$ cat src/rtl/rotozoom_pkg.sv
// rotozoom_pkg
//   Shared widths, default constants and state encodings for the rotozoomer
//   per-frame parameter generator and its iterative multiplier.
package rotozoom_pkg;

    localparam int TEX_W  = 17;   // texture coordinate / stride width
    localparam int TRIG_W = 16;   // sine, cosine and scale table width
    localparam int PROD_W = 32;   // full signed product width

    localparam int DEF_SHIFT         = 21;   // 16 bits of scale plus 5 of texture enlarge
    localparam int DEF_CENTRE_X      = 320;
    localparam int DEF_CENTRE_Y      = 240;
    localparam int DEF_TABLE_LATENCY = 1;

    typedef enum logic [1:0] {
        IDLE,
        FETCH,
        MUL,
        COMMIT
    } state_t;

    typedef enum logic [1:0] {
        MUL_IDLE,
        MUL_RUN,
        MUL_FIN
    } mul_phase_t;

endpackage

$ cat src/rtl/seq_mul_s16.sv
// seq_mul_s16
//   Signed 16x16 multiplier built from one adder. A start pulse accepted while
//   idle returns the exact 32-bit product with a one-cycle done pulse exactly
//   17 cycles later (16 shift-add iterations on the magnitudes, 1 sign fixup).
// Ports:
//   clk, reset        clock, asynchronous active-high reset (control only)
//   start             begin a product; ignored while a product is in flight
//   a, b              signed operands, sampled on the start cycle
//   done              one-cycle pulse, product valid from this cycle on
//   product           registered signed product, held until the next finish
module seq_mul_s16
    import rotozoom_pkg::*;
(
    input  logic                     clk,
    input  logic                     reset,
    input  logic                     start,
    input  logic signed [TRIG_W-1:0] a,
    input  logic signed [TRIG_W-1:0] b,
    output logic                     done,
    output logic signed [PROD_W-1:0] product
);

    // 17 bits so that -32768 becomes a plain unsigned 32768.
    function automatic logic [TRIG_W:0] magnitude(input logic signed [TRIG_W-1:0] x);
        logic [TRIG_W:0] xe;
        xe = {x[TRIG_W-1], x};
        return x[TRIG_W-1] ? (~xe + 17'd1) : xe;
    endfunction

    mul_phase_t       phase;
    logic [3:0]       cnt;
    logic [TRIG_W:0]  mag_a;
    logic [TRIG_W:0]  mag_b;
    logic [PROD_W-1:0] acc;
    logic [PROD_W-1:0] mcand_sh;
    logic [TRIG_W:0]  mplier_sh;
    logic             neg;

    assign mag_a = magnitude(a);
    assign mag_b = magnitude(b);

    always_ff @(posedge clk or posedge reset) begin
        if (reset) begin
            phase <= MUL_IDLE;
            cnt   <= 4'd0;
            done  <= 1'b0;
        end else begin
            done <= 1'b0;
            case (phase)
                MUL_IDLE: begin
                    if (start) begin
                        phase <= MUL_RUN;
                        cnt   <= 4'd1;
                    end
                end
                MUL_RUN: begin
                    cnt <= cnt + 4'd1;
                    if (cnt == 4'd15) phase <= MUL_FIN;
                end
                MUL_FIN: begin
                    phase <= MUL_IDLE;
                    done  <= 1'b1;
                end
                default: phase <= MUL_IDLE;
            endcase
        end
    end

    // Bit 0 of the multiplier is folded into the load cycle, so the load plus
    // 15 run cycles cover all 16 multiplier bits.
    always_ff @(posedge clk) begin
        if (phase == MUL_IDLE && start) begin
            acc       <= mag_b[0] ? {15'd0, mag_a} : '0;
            mcand_sh  <= {14'd0, mag_a, 1'b0};
            mplier_sh <= mag_b >> 1;
            neg       <= a[TRIG_W-1] ^ b[TRIG_W-1];
        end else if (phase == MUL_RUN) begin
            acc       <= acc + (mplier_sh[0] ? mcand_sh : '0);
            mcand_sh  <= mcand_sh << 1;
            mplier_sh <= mplier_sh >> 1;
        end else if (phase == MUL_FIN) begin
            product   <= neg ? (~acc + 32'd1) : acc;
        end
    end

endmodule

$ cat src/rtl/rotozoom_frame_setup.sv
// rotozoom_frame_setup
//   Per-frame parameter generator for the rotozoomer raster loop. Owns the
//   9-bit animation angle, drives the table indices, and once per frame forms
//   the u/v strides and line-0 origin through one shared iterative multiplier.
//   The four results are presented together with a one-cycle params_valid.
// Ports:
//   clk, reset                 pixel clock, asynchronous active-high reset
//   frame_start                one-cycle pulse on the vsync falling edge
//   angle_idx, scale_idx       angle[7:0] and angle[8:1] to the tables
//   sin_val, cos_val, scale_val signed table data
//   u_stride, v_stride         per-pixel u/v steps
//   u_start0, v_start0         u/v origin of line 0
//   params_valid               high in the single cycle the new set appears
//   busy                       high whenever a frame setup is in progress
module rotozoom_frame_setup
    import rotozoom_pkg::*;
#(
    parameter int ROTATE_CENTRE_X = DEF_CENTRE_X,
    parameter int ROTATE_CENTRE_Y = DEF_CENTRE_Y,
    parameter int SHIFT           = DEF_SHIFT,
    parameter int TABLE_LATENCY   = DEF_TABLE_LATENCY
) (
    input  logic                     clk,
    input  logic                     reset,
    input  logic                     frame_start,
    output logic [7:0]               angle_idx,
    output logic [7:0]               scale_idx,
    input  logic signed [TRIG_W-1:0] sin_val,
    input  logic signed [TRIG_W-1:0] cos_val,
    input  logic signed [TRIG_W-1:0] scale_val,
    output logic signed [TEX_W-1:0]  u_stride,
    output logic signed [TEX_W-1:0]  v_stride,
    output logic signed [TEX_W-1:0]  u_start0,
    output logic signed [TEX_W-1:0]  v_start0,
    output logic                     params_valid,
    output logic                     busy
);

    localparam logic signed [TRIG_W-1:0] CENTRE_X = TRIG_W'(ROTATE_CENTRE_X);
    localparam logic signed [TRIG_W-1:0] CENTRE_Y = TRIG_W'(ROTATE_CENTRE_Y);

    // Arithmetic shift floors toward minus infinity; the truncation keeps the
    // texture-coordinate bits.
    function automatic logic signed [TEX_W-1:0] scale_down(input logic signed [PROD_W-1:0] p);
        return TEX_W'(p >>> SHIFT);
    endfunction

    function automatic logic signed [TEX_W-1:0] negate_tex(input logic signed [TEX_W-1:0] x);
        return -x;
    endfunction

    state_t                    state;
    state_t                    state_nxt;
    logic [8:0]                angle;
    logic [7:0]                fetch_cnt;
    logic                      fetch_last;
    logic [1:0]                prod_idx;
    logic [1:0]                sel_idx;
    logic                      start_pending;
    logic                      mul_start;
    logic                      mul_done;
    logic signed [TRIG_W-1:0]  mul_a;
    logic signed [TRIG_W-1:0]  mul_b;
    logic signed [PROD_W-1:0]  mul_product;
    logic signed [TEX_W-1:0]   result;
    logic signed [TRIG_W-1:0]  op_sin;
    logic signed [TRIG_W-1:0]  op_cos;
    logic signed [TRIG_W-1:0]  op_scale;
    logic signed [TEX_W-1:0]   shadow_r0;
    logic signed [TEX_W-1:0]   shadow_r1;
    logic signed [TEX_W-1:0]   shadow_r2;

    assign angle_idx    = angle[7:0];
    assign scale_idx    = angle[8:1];
    assign busy         = (state != IDLE);
    assign params_valid = (state == COMMIT);
    assign fetch_last   = (state == FETCH) && (fetch_cnt == 8'(TABLE_LATENCY - 1));
    assign result       = scale_down(mul_product);

    seq_mul_s16 u_mul (
        .clk     (clk),
        .reset   (reset),
        .start   (mul_start),
        .a       (mul_a),
        .b       (mul_b),
        .done    (mul_done),
        .product (mul_product)
    );

    // Products run back to back: each done immediately launches the next, so
    // the MUL state spans one launch cycle plus four 17-cycle products.
    always_comb begin
        state_nxt = state;
        mul_start = 1'b0;
        sel_idx   = prod_idx + 2'd1;
        case (state)
            IDLE:   if (frame_start) state_nxt = FETCH;
            FETCH:  if (fetch_last) state_nxt = MUL;
            MUL: begin
                if (start_pending) begin
                    mul_start = 1'b1;
                    sel_idx   = 2'd0;
                end else if (mul_done) begin
                    if (prod_idx == 2'd3) state_nxt = COMMIT;
                    else                  mul_start = 1'b1;
                end
            end
            COMMIT: state_nxt = IDLE;
            default: state_nxt = IDLE;
        endcase
    end

    always_comb begin
        mul_a = op_scale;
        mul_b = op_cos;
        case (sel_idx)
            2'd0: begin mul_a = op_scale; mul_b = op_cos; end
            2'd1: begin mul_a = op_scale; mul_b = op_sin; end
            2'd2: begin mul_a = CENTRE_X; mul_b = op_cos; end
            2'd3: begin mul_a = CENTRE_Y; mul_b = op_sin; end
            default: ;
        endcase
    end

    // The last product bypasses its shadow so all four outputs load on the
    // edge into COMMIT; params_valid is high for exactly that new set.
    always_ff @(posedge clk or posedge reset) begin
        if (reset) begin
            state         <= IDLE;
            angle         <= 9'd0;
            fetch_cnt     <= 8'd0;
            prod_idx      <= 2'd0;
            start_pending <= 1'b0;
            u_stride      <= '0;
            v_stride      <= '0;
            u_start0      <= '0;
            v_start0      <= '0;
        end else begin
            state         <= state_nxt;
            start_pending <= fetch_last;
            fetch_cnt     <= (state == FETCH) ? fetch_cnt + 8'd1 : 8'd0;
            if (state == FETCH)
                prod_idx <= 2'd0;
            else if (state == MUL && mul_done)
                prod_idx <= prod_idx + 2'd1;
            if (state == MUL && mul_done && prod_idx == 2'd3) begin
                u_stride <= shadow_r0;
                v_stride <= shadow_r1;
                u_start0 <= negate_tex(shadow_r2);
                v_start0 <= result;
            end
            if (state == COMMIT) angle <= angle + 9'd1;
        end
    end

    always_ff @(posedge clk) begin
        if (fetch_last) begin
            op_sin   <= sin_val;
            op_cos   <= cos_val;
            op_scale <= scale_val;
        end
        if (state == MUL && mul_done) begin
            case (prod_idx)
                2'd0: shadow_r0 <= result;
                2'd1: shadow_r1 <= result;
                2'd2: shadow_r2 <= result;
                default: ;
            endcase
        end
    end

endmodule
$ cat config.mk
export PLATFORM = sky130hd
export DESIGN_NAME = rotozoom_frame_setup
export DESIGN_NICKNAME = d
export VERILOG_FILES = /design/src/rtl/rotozoom_pkg.sv /design/src/rtl/seq_mul_s16.sv /design/src/rtl/rotozoom_frame_setup.sv
export SDC_FILE = /design/constraint.sdc
export NUM_CORES = 1
export LEC_CHECK = 0
export BUFFER_PORTS_ARGS = -buffer_cell sky130_fd_sc_hd__buf_2
export CORE_MARGIN = 4
export CORE_UTILIZATION = 50
export DETAILED_ROUTE_END_ITERATION = 10
export PLACE_DENSITY = 0.71
export SLEW_MARGIN = 20
export SYNTH_ARGS = -nofsm -noshare
export SYNTH_HDL_FRONTEND = slang
export SYNTH_SLANG_ARGS = --single-unit
export TNS_END_PERCENT = 100
$ cat constraint.sdc
create_clock -name clk -period 8.3 [get_ports clk]
set_clock_uncertainty 0.2 [all_clocks]
set_input_delay 1.66 -clock clk [delete_from_list [all_inputs] [get_ports clk]]
set_output_delay 1.66 -clock clk [all_outputs]
set_load 0.05 [all_outputs]
==> results.ini, run 1 <==
[synthesis]
yosysTopAreaCell=edfxtp_1
syn-instance-count=1093
synth_top_area_share_pct=38.4
ys_seq_elements=251
syn_area_mm2=0.0124
yosysWarnings=0
yosysSeqAreaShare_pct=56.7
ys_async_sr_fraction_pct=31.5
synth_nets=1190
avgSynthCellArea_um2=11.3
synthTopCellsByArea=edfxtp_1 (38%), dfrtp_1 (16%), ha_1 (4.6%)
synth_ff_type=edfxtp_1
synthDistinctLibCells=65
synth_edf_count=158

[routing]
wl_per_cell_um=16.1
viasPerCell=5.45
vias=8403
first_pass_iters=5
routed_wl_mm=24.8
drtIter0Drc=588
drc=0
ant_nets=0

[sta]
finalCritPeriodShare_pct=47.3
rsz0062_at_grt=false
max_freq_mhz=254
slew_headroom_pct=29.6
final_max_slew_viol_count=0
worst_pin_slew_ps=1060
fin_crit_ps=3930
setup_violations=0
fin_setup_tns_ps=0
hold_viol_final=0

[global_routing]
grt.total_usage_pct=18.3
grt_max_degree=80
overflow=0
gr-usage-met2_pct=31.0
busiest_layer=met2
grt_util_met1_pct=24.7
grt_pass1_vias=8096
use_met3_pct=2.48
grt_pass1_wl_mm=40.7
antenna_found_initial=0

[setup_path]
startpoint=state[0]$_DFFE_PP0P_
slowest_delay_ps=880
rr_endpoint=u_mul.mplier_sh[13]$_DFFE_PN_
cp_num_cells=10
end_kind=register
cp.required_ps=8350
regToRegStartpoint=state[0]$_DFFE_PP0P_
slowest_stage=a21o_1
ff2ff_setup_slack_ps=4370
worstPathArrival_ps=3980
worst-path-buf-inv=1
startpoint_type=register
critPathCapture=u_mul.mplier_sh[13]$_DFFE_PN_
path_cells=inv_1, ha_1, a21o_1, mux2i_1, ha_1, a41oi_1, nor3_2, o311ai_0, xor2_1, o21ai_0
critPathMaxFanout=25
critPathKind=register to register
critical-path-top-delay-family=compound AO/OA/AOI/OAI gates
crit_top_cell=ha_1
reg2reg_depth=10

[final_layout]
fill_cells=2016
layout-drive-gt1-share_pct=19.3
postLayoutCellArea_mm2=0.0141
seqCellArea_mm2=0.00700
syn_to_final_growth_pct=13.9
final-instance-count-excl-fill=1543
multi_input_area_mm2=0.00494
utilization_pct=57.8
n_antenna_cell=0
nets=1294

[clock_network]
clockBufferDepth=3
tritoncts=yes
cts_setup_buffers=0
cts_inserted_buffers=28
h-tree-depth=1
path_clk_slew_ps=60
post_cts_resized=0
clock_sinks=251
holdBufCountCts=0
cts-root-buf=clkbuf_16
clkLatencyLatePin_ps=530

[die]
io_pins=137
core_area_mm2=0.0243
num_rows=57
initial_core_util_pct=50.8
die_h_um=165
die_area_mm2=0.0273
fp.dieW_um=165

[power_and_ir_drop]
p_leak_nw=5.95
peakVddDrop_v=0.000150
power.density_mw_per_mm2=182
power.total_mw=2.56

[place]
dp_hpwl_mm=17.6
placed_cell_area_mm2=0.0131
placedCellCount=1491
portBuffers=136
gp_congestion=0.887

[flow_run]
maxCapViolCount=0

[worst_hold_path]
hold_path_class=register to register
holdCritStartpoint=u_mul.mcand_sh[24]$_SDFFE_PP0P_

[status]
status=complete, no violations

## cell usage after synthesis, types with 5 or more instances
library cell / number
nor2b_1: 5
o21a_1: 8
nor3_1: 23
nand2_1: 146
mux2_2: 36
nand4_1: 13
buf_4: 25
o21ai_0: 77
mux2i_1: 17
nand3_1: 18
ha_1: 45
dfxtp_1: 14
o31ai_1: 10
nor4_1: 8
and3_1: 16
o22ai_1: 11
or3_1: 7
edfxtp_1: 158
a21o_1: 20
clkbuf_1: 34
xor2_1: 33
and2_1: 37
nor2_1: 48
inv_1: 20
a21oi_1: 61
dfrtp_1: 79
xnor2_1: 47
nand2b_1: 11
## worst reg2reg max path, delay by kind of cell (launching register included)
family / cells / cell delay (ps)
compound gates: 4 / 1380
fa+ha+maj: 2 / 650
mux: 1 / 450
flops: 1 / 410
simple gates: 1 / 300
xor+xnor: 1 / 160
buf+inv: 1 / 100
## power breakdown
group / switching (mW) / internal (mW) / total [mW]
Sequential: 0 / 1.32 / 1.32
Clock: 0.491 / 0.732 / 1.22
Combinational: 0.0105 / 0.00858 / 0.0190
## layer usage
metal	routed length (um)	share of wire, %
met5	0	0
met4	577	2.3
met3	1260	5.1
met2	12000	49
met1	10900	44
## state kept, by name, summed over array words and instances, names as in the netlist, 4 cells and up
register,cells
u_stride,11
u_start0,17
u_mul.mplier_sh,16
v_start0,11
u_mul.mcand_sh,31
shadow_r1,11
angle,9
u_mul.acc,32
op_cos,16
op_scale,16
u_mul.cnt,4
shadow_r2,11
u_mul.product,11
fetch_cnt,8
op_sin,16
shadow_r0,11
v_stride,11
## area by class of cell
class	count	area share [%]
repair buffers	140	5.08
clock inverters	19	1.30
well taps	324	2.88
inverters	21	0.569
clock buffers	33	5.27
multi-input cells	755	35.1
flip-flops and latches	251	49.8
## metrics by stage
step,setup slack (ps),hold slack [ps]
global placement,4510,244
global route,4000,279
floorplan,4420,236
finish,4370,264
CTS,4310,266
detailed placement,4300,258
## cells in the final DEF, fill, tap and decap left out, drive strengths merged, types with 10 or more instances in the layout
master	instances
a21oi	61
o31ai	10
edfxtp	158
clkinv	13
o21ai	78
clkbuf	33
mux2i	18
o22ai	11
inv	21
dfrtp	79
nand4	13
a21o	20
nand3	18
and2	37
xor2	33
dfxtp	14
xnor2	47
mux2	36
nor3	25
nor2	48
ha	45
buf	140
nand2	146
nand2b	11
and3	16
## how the worst min path moves through the flow
stage / end / slack, ps / depth (start not counted)
floorplan: u_mul.mcand_sh[31]$_SDFFE_PP0P_ / 240 / 2
global placement: u_mul.mcand_sh[31]$_SDFFE_PP0P_ / 240 / 2
detailed placement: u_mul.mcand_sh[22]$_SDFFE_PP0P_ / 260 / 2
CTS: u_mul.mcand_sh[22]$_SDFFE_PP0P_ / 270 / 2
global route: u_mul.mcand_sh[21]$_SDFFE_PP0P_ / 280 / 2
finish: u_mul.mcand_sh[25]$_SDFFE_PP0P_ / 260 / 2
## kinds of logic (layout without fill, tap and decap cells)
group                    count (synthesis)  count (layout)  synth area share (%)
multiplexers                            54              54                  4.77
other                                    1               1                0.0304
XOR/XNOR                                80              80                  5.67
AND/OR/NAND/NOR                        349             349                  13.6
adder cells (fa/ha/maj)                 46              46                  4.72
AO/OA/AOI/OAI                          225             225                  11.1
buffers and inverters                   87             213                  3.43
flip-flops                             251             251                  56.7
No activity file was read; power rests on OpenSTA's default activity.
==> run 2, diff against run 1 <==
--- a/config.mk
+++ b/config.mk
@@ -9,7 +9,7 @@
 export CORE_MARGIN = 4
 export CORE_UTILIZATION = 50
 export DETAILED_ROUTE_END_ITERATION = 10
-export PLACE_DENSITY = 0.71
+export PLACE_DENSITY = 0.73
 export SLEW_MARGIN = 20
 export SYNTH_ARGS = -nofsm -noshare
 export SYNTH_HDL_FRONTEND = slang
==> constraint.sdc (replaced) <==
create_clock -name clk -period 3.2 [get_ports clk]
set_clock_uncertainty 0.2 [all_clocks]
set_input_delay 0.64 -clock clk [delete_from_list [all_inputs] [get_ports clk]]
set_output_delay 0.64 -clock clk [all_outputs]
set_load 0.05 [all_outputs]
==> run 2 against run 1 <==
Global-route usage is 0.67 points higher. Worst setup slack worse by 4300 ps. Clock power rose by 150%. Critical path type unchanged. Critical endpoint is now u_mul.acc[30]$_SDFFCE_PP0N_. Largest cell class unchanged.
==> results.ini, run 2 (synthesis results as in run 1) <==
[sta]
worst_pin_slew_ps=986  ; was 1060 ps
hold_viol_final=0  ; unchanged
setup_violations=0  ; unchanged
fin_crit_ps=3120  ; was 3930 ps
max_freq_mhz=321  ; was 254 MHz
slew_headroom_pct=34.2  ; was 29.6%
final_max_slew_viol_count=0  ; unchanged
finalCritPeriodShare_pct=97.4  ; was 47.3%

[global_routing]
gr-usage-met2_pct=33.4  ; was 31.0%
grt_util_met1_pct=24.7  ; about the same
grt_pass1_vias=8294  ; was 8096
antenna_found_initial=0  ; unchanged
busiest_layer=met2  ; unchanged
grt_max_degree=66  ; was 80
grt.total_usage_pct=18.9  ; was 18.3%
overflow=0  ; unchanged
use_met3_pct=2.38  ; was 2.48%
grt_pass1_wl_mm=42.1  ; was 40.7 mm

[die]
num_rows=57  ; unchanged
die_area_mm2=0.0273  ; unchanged
core_area_mm2=0.0243  ; unchanged
die_h_um=165  ; unchanged
initial_core_util_pct=50.8  ; unchanged
io_pins=137  ; unchanged
fp.dieW_um=165  ; unchanged

[routing]
drtIter0Drc=551  ; was 588
ant_nets=0  ; unchanged
routed_wl_mm=26.1  ; was 24.8 mm
drc=0  ; unchanged
first_pass_iters=8  ; was 5
wl_per_cell_um=16.7  ; was 16.1 um
viasPerCell=5.48  ; was 5.45
vias=8572  ; was 8403

[status]
status=complete, no violations  ; unchanged

[final_layout]
final_cell_mix=edfxtp_1 (158), nand2_1 (145), buf_2 (136), dfrtp_1 (79), o21ai_0 (76)  ; was edfxtp_1 (158), nand2_1 (145), buf_2 (136), dfrtp_1 (79), o21ai_0 (77)
largestRegisters=u_mul.acc x32, u_mul.mcand_sh x31, u_start0 x17  ; unchanged
layout-drive-gt1-share_pct=21.1  ; was 19.3%
syn_to_final_growth_pct=15.3  ; was 13.9%
final-instance-count-excl-fill=1563  ; was 1543
n_antenna_cell=0  ; unchanged
utilization_pct=58.6  ; was 57.8%
layout_commonest_cell=edfxtp_1  ; unchanged
top_register=u_mul.acc  ; unchanged
largest_reg_flops=32  ; unchanged
nets=1317  ; was 1294
fill_cells=1982  ; was 2016

[setup_path]
end_kind=register  ; unchanged
critPathMaxFanout=15  ; was 25
regToRegStartpoint=u_mul.mplier_sh[0]$_DFFE_PN_  ; was state[0]$_DFFE_PP0P_
cp.required_ps=3260  ; was 8350 ps
critPathKind=register to register  ; unchanged
rr_endpoint=u_mul.acc[30]$_SDFFCE_PP0N_  ; was u_mul.mplier_sh[13]$_DFFE_PN_
startpoint_type=register  ; unchanged
reg2reg_depth=10  ; unchanged
ff2ff_setup_slack_ps=80  ; was 4370 ps
worstPathArrival_ps=3180  ; was 3980 ps

[clock_network]
h-tree-depth=1  ; unchanged
tritoncts=yes  ; unchanged
cts-root-buf=clkbuf_16  ; unchanged
cts_setup_buffers=0  ; unchanged
clock_sinks=251  ; unchanged
path_clk_slew_ps=60  ; about the same
clockBufferDepth=3  ; unchanged
cts_inserted_buffers=27  ; was 28
clkLatencyLatePin_ps=520  ; was 530 ps

[power_and_ir_drop]
p_leak_nw=6.06  ; was 5.95 nW
power.density_mw_per_mm2=456  ; was 182 mW/mm2
peakVddDrop_v=0.000486  ; was 0.000150 V

[place]
placedCellCount=1514  ; was 1491
portBuffers=136  ; unchanged
gp_congestion=0.892  ; was 0.887
dp_hpwl_mm=18.8  ; was 17.6 mm

[worst_hold_path]
hold_end=op_scale[14]$_DFFE_PP_  ; was u_mul.mcand_sh[25]$_SDFFE_PP0P_
hold_path_class=input pin to register  ; was register to register
holdPathStages=1  ; was 2
holdCritStartpoint=scale_val[14]  ; was u_mul.mcand_sh[24]$_SDFFE_PP0P_

[flow_run]
maxCapViolCount=0  ; unchanged

==> run 2: cell types whose count changed in the layout (fill, tap and decap cells not counted), sizes merged <==
cell	previous run	this run
buf	140	163
clkinv	13	10
clkinvlp	3	0
clkbuf	33	35
bufinv	3	2
dlygate4sd3	0	1
inv	21	22
==> run 2: per-stage QoR <==
stage | power [mW] | hold slack (ps) | setup TNS (ps) | setup slack [ps] | area (um2)
floorplan | 3.51 | 236 | 0 | 24.4 | 12400
global placement | 3.54 | 246 | 0 | 158 | 13300
detailed placement | 3.54 | 256 | 0 | 56.0 | 13300
CTS | 6.56 | 64.6 | 0 | 32.2 | 14200
global route | 6.70 | 74.1 | -20.7 | -12.2 | 14200
finish | 6.49 | 89.5 | 0 | 84.4 | 14200
==> run 2: critical path: stages, from the launching register on <==
cell and delay, ps:
edfxtp_1 410, buf_4 200, and2_1 150, ha_1 350
a21o_1 200, a31o_2 230, o21ai_0 380, a21o_1 260
a21o_1 190, o21ai_0 140, mux2i_1 140
==> run 2: how the worst max path moves through the flow <==
stage / slack [ps] / endpoint / depth (start not counted) / startpoint
global placement: 160 / u_mul.acc[28]$_SDFFCE_PP0N_ / 10 / u_mul.mplier_sh[0]$_DFFE_PN_
detailed placement: 60 / u_mul.acc[28]$_SDFFCE_PP0N_ / 10 / u_mul.mplier_sh[0]$_DFFE_PN_
floorplan: 20 / op_cos[0]$_DFFE_PP_ / 5 / fetch_cnt[0]$_DFF_PP0_
finish: 80 / u_mul.acc[30]$_SDFFCE_PP0N_ / 10 / u_mul.mplier_sh[0]$_DFFE_PN_
global route: -10 / u_mul.mplier_sh[13]$_DFFE_PN_ / 13 / state[0]$_DFFE_PP0P_
CTS: 30 / u_mul.acc[28]$_SDFFCE_PP0N_ / 10 / u_mul.mplier_sh[0]$_DFFE_PN_
==> run 2: routing by layer <==
layer,wire [um],up-vias,share of wire [%]
met5,0,-,0
met4,726,0,2.8
met3,1300,54,5.0
met2,12900,264,49
met1,11200,4076,43
li1,-,4178,-
==> run 2: timing repair <==
| action | in CTS | in global routing |
|---|---|---|
| endpoints found under the setup margin | 0 | 12 |
| hold endpoints to repair | 28 | 0 |
| hold buffers | 1 | 0 |
| resized for setup | 0 | 10 |
==> run 2: cell type report <==
type	count	area [um2]	share of cell area, %
sequential	251	7000	49.2
multi-input combinational	755	4970	34.9
timing repair buffer	164	931	6.53
clock buffer	35	736	5.16
tap	324	405	2.85
clock inverter	13	124	0.870
inverter	21	80.1	0.562
==> run 2: where the power goes <==
part           internal, mW  switching [mW]  leakage [nW]  total [mW]
Combinational        0.0234          0.0276          3.06      0.0510
Clock                  1.78            1.24         0.426        3.02
Sequential             3.43               0          2.57        3.43
Total                  5.23            1.27          6.06        6.49
==> run 3, diff against run 2 <==
--- a/config.mk
+++ b/config.mk
@@ -5,11 +5,13 @@
 export SDC_FILE = /design/constraint.sdc
 export NUM_CORES = 1
 export LEC_CHECK = 0
+export ABC_AREA = 1
 export BUFFER_PORTS_ARGS = -buffer_cell sky130_fd_sc_hd__buf_2
 export CORE_MARGIN = 4
 export CORE_UTILIZATION = 50
 export DETAILED_ROUTE_END_ITERATION = 10
 export PLACE_DENSITY = 0.73
+export RECOVER_POWER = 100
 export SLEW_MARGIN = 20
 export SYNTH_ARGS = -nofsm -noshare
 export SYNTH_HDL_FRONTEND = slang
==> run 3 against run 2 <==
Total power is 120% higher. Worst setup slack gained 170 ps. Register-to-register slack gained 170 ps. Utilization decreased by 0.72 points.
==> results.ini, run 3 <==
[setup_path]
worstPathArrival_ps=3040  ; was 3180 ps
startpoint_type=register  ; unchanged
critPathKind=register to register  ; unchanged
ff2ff_setup_slack_ps=250  ; was 80 ps
reg2reg_depth=13  ; was 10
critPathMaxFanout=27  ; was 15
end_kind=register  ; unchanged
rr_endpoint=u_mul.mplier_sh[11]$_DFFE_PN_  ; was u_mul.acc[30]$_SDFFCE_PP0N_
cp.required_ps=3290  ; was 3260 ps
regToRegStartpoint=state[0]$_DFFE_PP0P_  ; was u_mul.mplier_sh[0]$_DFFE_PN_

[die]
core_area_mm2=0.0255  ; was 0.0243 mm2
fp.dieW_um=170  ; was 165 um
initial_core_util_pct=51.3  ; was 50.8%
io_pins=137  ; unchanged
die_area_mm2=0.0288  ; was 0.0273 mm2
die_h_um=170  ; was 165 um
num_rows=58  ; was 57

[sta]
finalCritPeriodShare_pct=92.1  ; was 97.4%
fin_hold_ws_ps=77.2  ; was 89.5 ps
max_freq_mhz=339  ; was 321 MHz
rsz0062_at_grt=false
hold_viol_final=0  ; unchanged
setup_violations=0  ; unchanged
slew_headroom_pct=20.0  ; was 34.2%
fin_setup_tns_ps=0  ; unchanged
final_max_slew_viol_count=0  ; unchanged
worst_pin_slew_ps=1200  ; was 986 ps
fin_crit_ps=2950  ; was 3120 ps

[routing]
wl_per_cell_um=14.5  ; was 16.7 um
ant_nets=0  ; unchanged
vias=10251  ; was 8572
routed_wl_mm=28.7  ; was 26.1 mm
viasPerCell=5.16  ; was 5.48
first_pass_iters=5  ; was 8
drtIter0Drc=867  ; was 551
drc=0  ; unchanged

[clock_network]
clockBufferDepth=3  ; unchanged
clkLatencyLatePin_ps=540  ; was 520 ps
cts-root-buf=clkbuf_16  ; unchanged
cts_inserted_buffers=29  ; was 27
post_cts_resized=0  ; unchanged
tritoncts=yes  ; unchanged
path_clk_slew_ps=60  ; about the same
cts_setup_buffers=0  ; unchanged
h-tree-depth=1  ; unchanged
holdBufCountCts=0  ; was 1
clock_sinks=251  ; unchanged

[synthesis]
yosysSeqAreaShare_pct=53.6  ; was 56.7%
synth_top_area_share_pct=36.3  ; was 38.4%
yosysMostFrequentCell=nand2_1  ; was edfxtp_1
synthDistinctLibCells=50  ; was 65
synth_nets=1603  ; was 1190
syn-instance-count=1506  ; was 1093
yosysTopAreaCell=edfxtp_1  ; unchanged
synth_edf_count=158  ; unchanged
ys_async_sr_fraction_pct=31.5  ; unchanged
syn_area_mm2=0.0131  ; was 0.0124 mm2
avgSynthCellArea_um2=8.67  ; was 11.3 um2
synthTopCellsByArea=edfxtp_1 (36%), dfrtp_1 (15%), nand2_1 (14%)  ; was edfxtp_1 (38%), dfrtp_1 (16%), ha_1 (4.6%)
synth_ff_type=edfxtp_1  ; unchanged
ys_top_cells_by_count=nand2_1 (492), inv_1 (163), edfxtp_1 (158)  ; was edfxtp_1 (158), nand2_1 (146), dfrtp_1 (79)
yosysWarnings=0  ; unchanged
ys_seq_elements=251  ; unchanged

[place]
gp_congestion=0.962  ; was 0.892
dp_hpwl_mm=21.3  ; was 18.8 mm
placed_cell_area_mm2=0.0140  ; was 0.0133 mm2
portBuffers=136  ; unchanged

[power_and_ir_drop]
peakVddDrop_v=0.000605  ; was 0.000486 V
power.density_mw_per_mm2=959  ; was 456 mW/mm2
power.total_mw=14.1  ; was 6.49 mW
p_leak_nw=6.97  ; was 6.06 nW

[final_layout]
final_cell_mix=nand2_1 (493), inv_1 (161), edfxtp_1 (158), nor2_1 (115), clkbuf_1 (101)  ; was edfxtp_1 (158), nand2_1 (145), buf_2 (136), dfrtp_1 (79), o21ai_0 (76)
largestRegisters=u_mul.acc x32, u_mul.mcand_sh x31, u_start0 x17  ; unchanged
top_register=u_mul.acc  ; unchanged
syn_to_final_growth_pct=12.8  ; was 15.3%
layout-drive-gt1-share_pct=8.03  ; was 21.1%
largest_reg_flops=32  ; unchanged
n_antenna_cell=0  ; unchanged
postLayoutCellArea_mm2=0.0147  ; was 0.0142 mm2
utilization_pct=57.9  ; was 58.6%
layout_commonest_cell=nand2_1  ; was edfxtp_1
nets=1733  ; was 1317

[worst_hold_path]
holdPathStages=1  ; unchanged
hold_end=op_sin[6]$_DFFE_PP_  ; was op_scale[14]$_DFFE_PP_
hold_path_class=input pin to register  ; unchanged
holdCritStartpoint=sin_val[6]  ; was scale_val[14]

[global_routing]
antenna_found_initial=0  ; unchanged
overflow=0  ; unchanged
grt_max_degree=65  ; was 66
grt_pass1_vias=9733  ; was 8294
grt_pass1_wl_mm=47.7  ; was 42.1 mm
grt.total_usage_pct=19.8  ; was 18.9%

[flow_run]
maxCapViolCount=0  ; unchanged

[status]
status=complete, no violations  ; unchanged

==> run 3: cell count changes after synthesis, sizes merged, moves of 35 or more <==
cell,change
mux2,-36
nand2,+356
inv,+143
nand3,+61
nor2,+72
and2,-36
xnor2,-35
==> run 3: cell families (layout without fill, tap and decap cells) <==
family	after synthesis	in the layout	synth area share, %
adders and majority gates	46	46	4.46
other	1	1	0.0287
buffers and inverters	226	377	7.56
DFF	251	251	53.6
AOI/OAI and AO/OA	187	187	7.72
xor gates and xnor gates	32	32	2.15
and+or+nand+nor	762	762	24.4
muxes	1	1	0.0766
==> run 3: worst max path at each step <==
| stage | from | end | slack, ps | depth (start not counted) |
|---|---|---|---|---|
| floorplan | state[0]$_DFFE_PP0P_ | u_mul.acc[10]$_DFFE_PN_ | 150 | 8 |
| global placement | u_mul.mplier_sh[0]$_DFFE_PN_ | u_mul.acc[29]$_SDFFCE_PP0N_ | 290 | 15 |
| detailed placement | u_mul.mplier_sh[0]$_DFFE_PN_ | u_mul.acc[29]$_SDFFCE_PP0N_ | 220 | 15 |
| CTS | u_mul.mplier_sh[0]$_DFFE_PN_ | u_mul.acc[29]$_SDFFCE_PP0N_ | 200 | 15 |
| global route | state[0]$_DFFE_PP0P_ | u_mul.acc[14]$_DFFE_PN_ | 40 | 14 |
| finish | state[0]$_DFFE_PP0P_ | u_mul.mplier_sh[11]$_DFFE_PN_ | 250 | 13 |
==> run 3: metrics by stage <==
| step | instances | worst slack [ps] |
|---|---|---|
| after CTS | 1983 | 201 |
| after detailed placement | 1931 | 217 |
| final | 1987 | 253 |
| after floorplan | 1506 | 151 |
| after global placement | 1931 | 285 |
| after global routing | 1987 | 37.7 |
==> run 3: cell type report <==
| type | instances | area [um2] |
|---|---|---|
| timing repair buffer | 160 | 714 |
| clock buffer | 38 | 769 |
| clock inverter | 14 | 155 |
| multi-input combinational | 1029 | 5060 |
| fill | 2342 | 10700 |
| sequential | 251 | 7000 |
| tap | 330 | 413 |
| inverter | 165 | 619 |
==> run 3: per-layer routing <==
| metal | vias to the layer above | GRT usage (%) | routed length [um] |
|---|---|---|---|
| met5 | - | 0 | 0 |
| met4 | 0 | 5.92 | 835 |
| met3 | 58 | 2.33 | 1690 |
| met2 | 317 | 34.2 | 13800 |
| met1 | 4687 | 26.5 | 12400 |
| li1 | 5189 | - | - |
==> run 3: critical path: stages (launching register included) <==
cell and delay, ps:
dfrtp_1 400, inv_1 80, ha_1 280, nand2_4 190, nand2_8 160, o21ai_2 280, ha_1 230, nand3_1 110
nand2_1 110, nand3_1 150, nor2_1 240, nand3_1 110, nand3_1 110, nand2_1 50
==> run 3: power by group <==
part	switching (mW)	internal [mW]
logic	3.84	1.80
registers	0.565	4.74
clock network	1.26	1.93
total	5.66	8.47
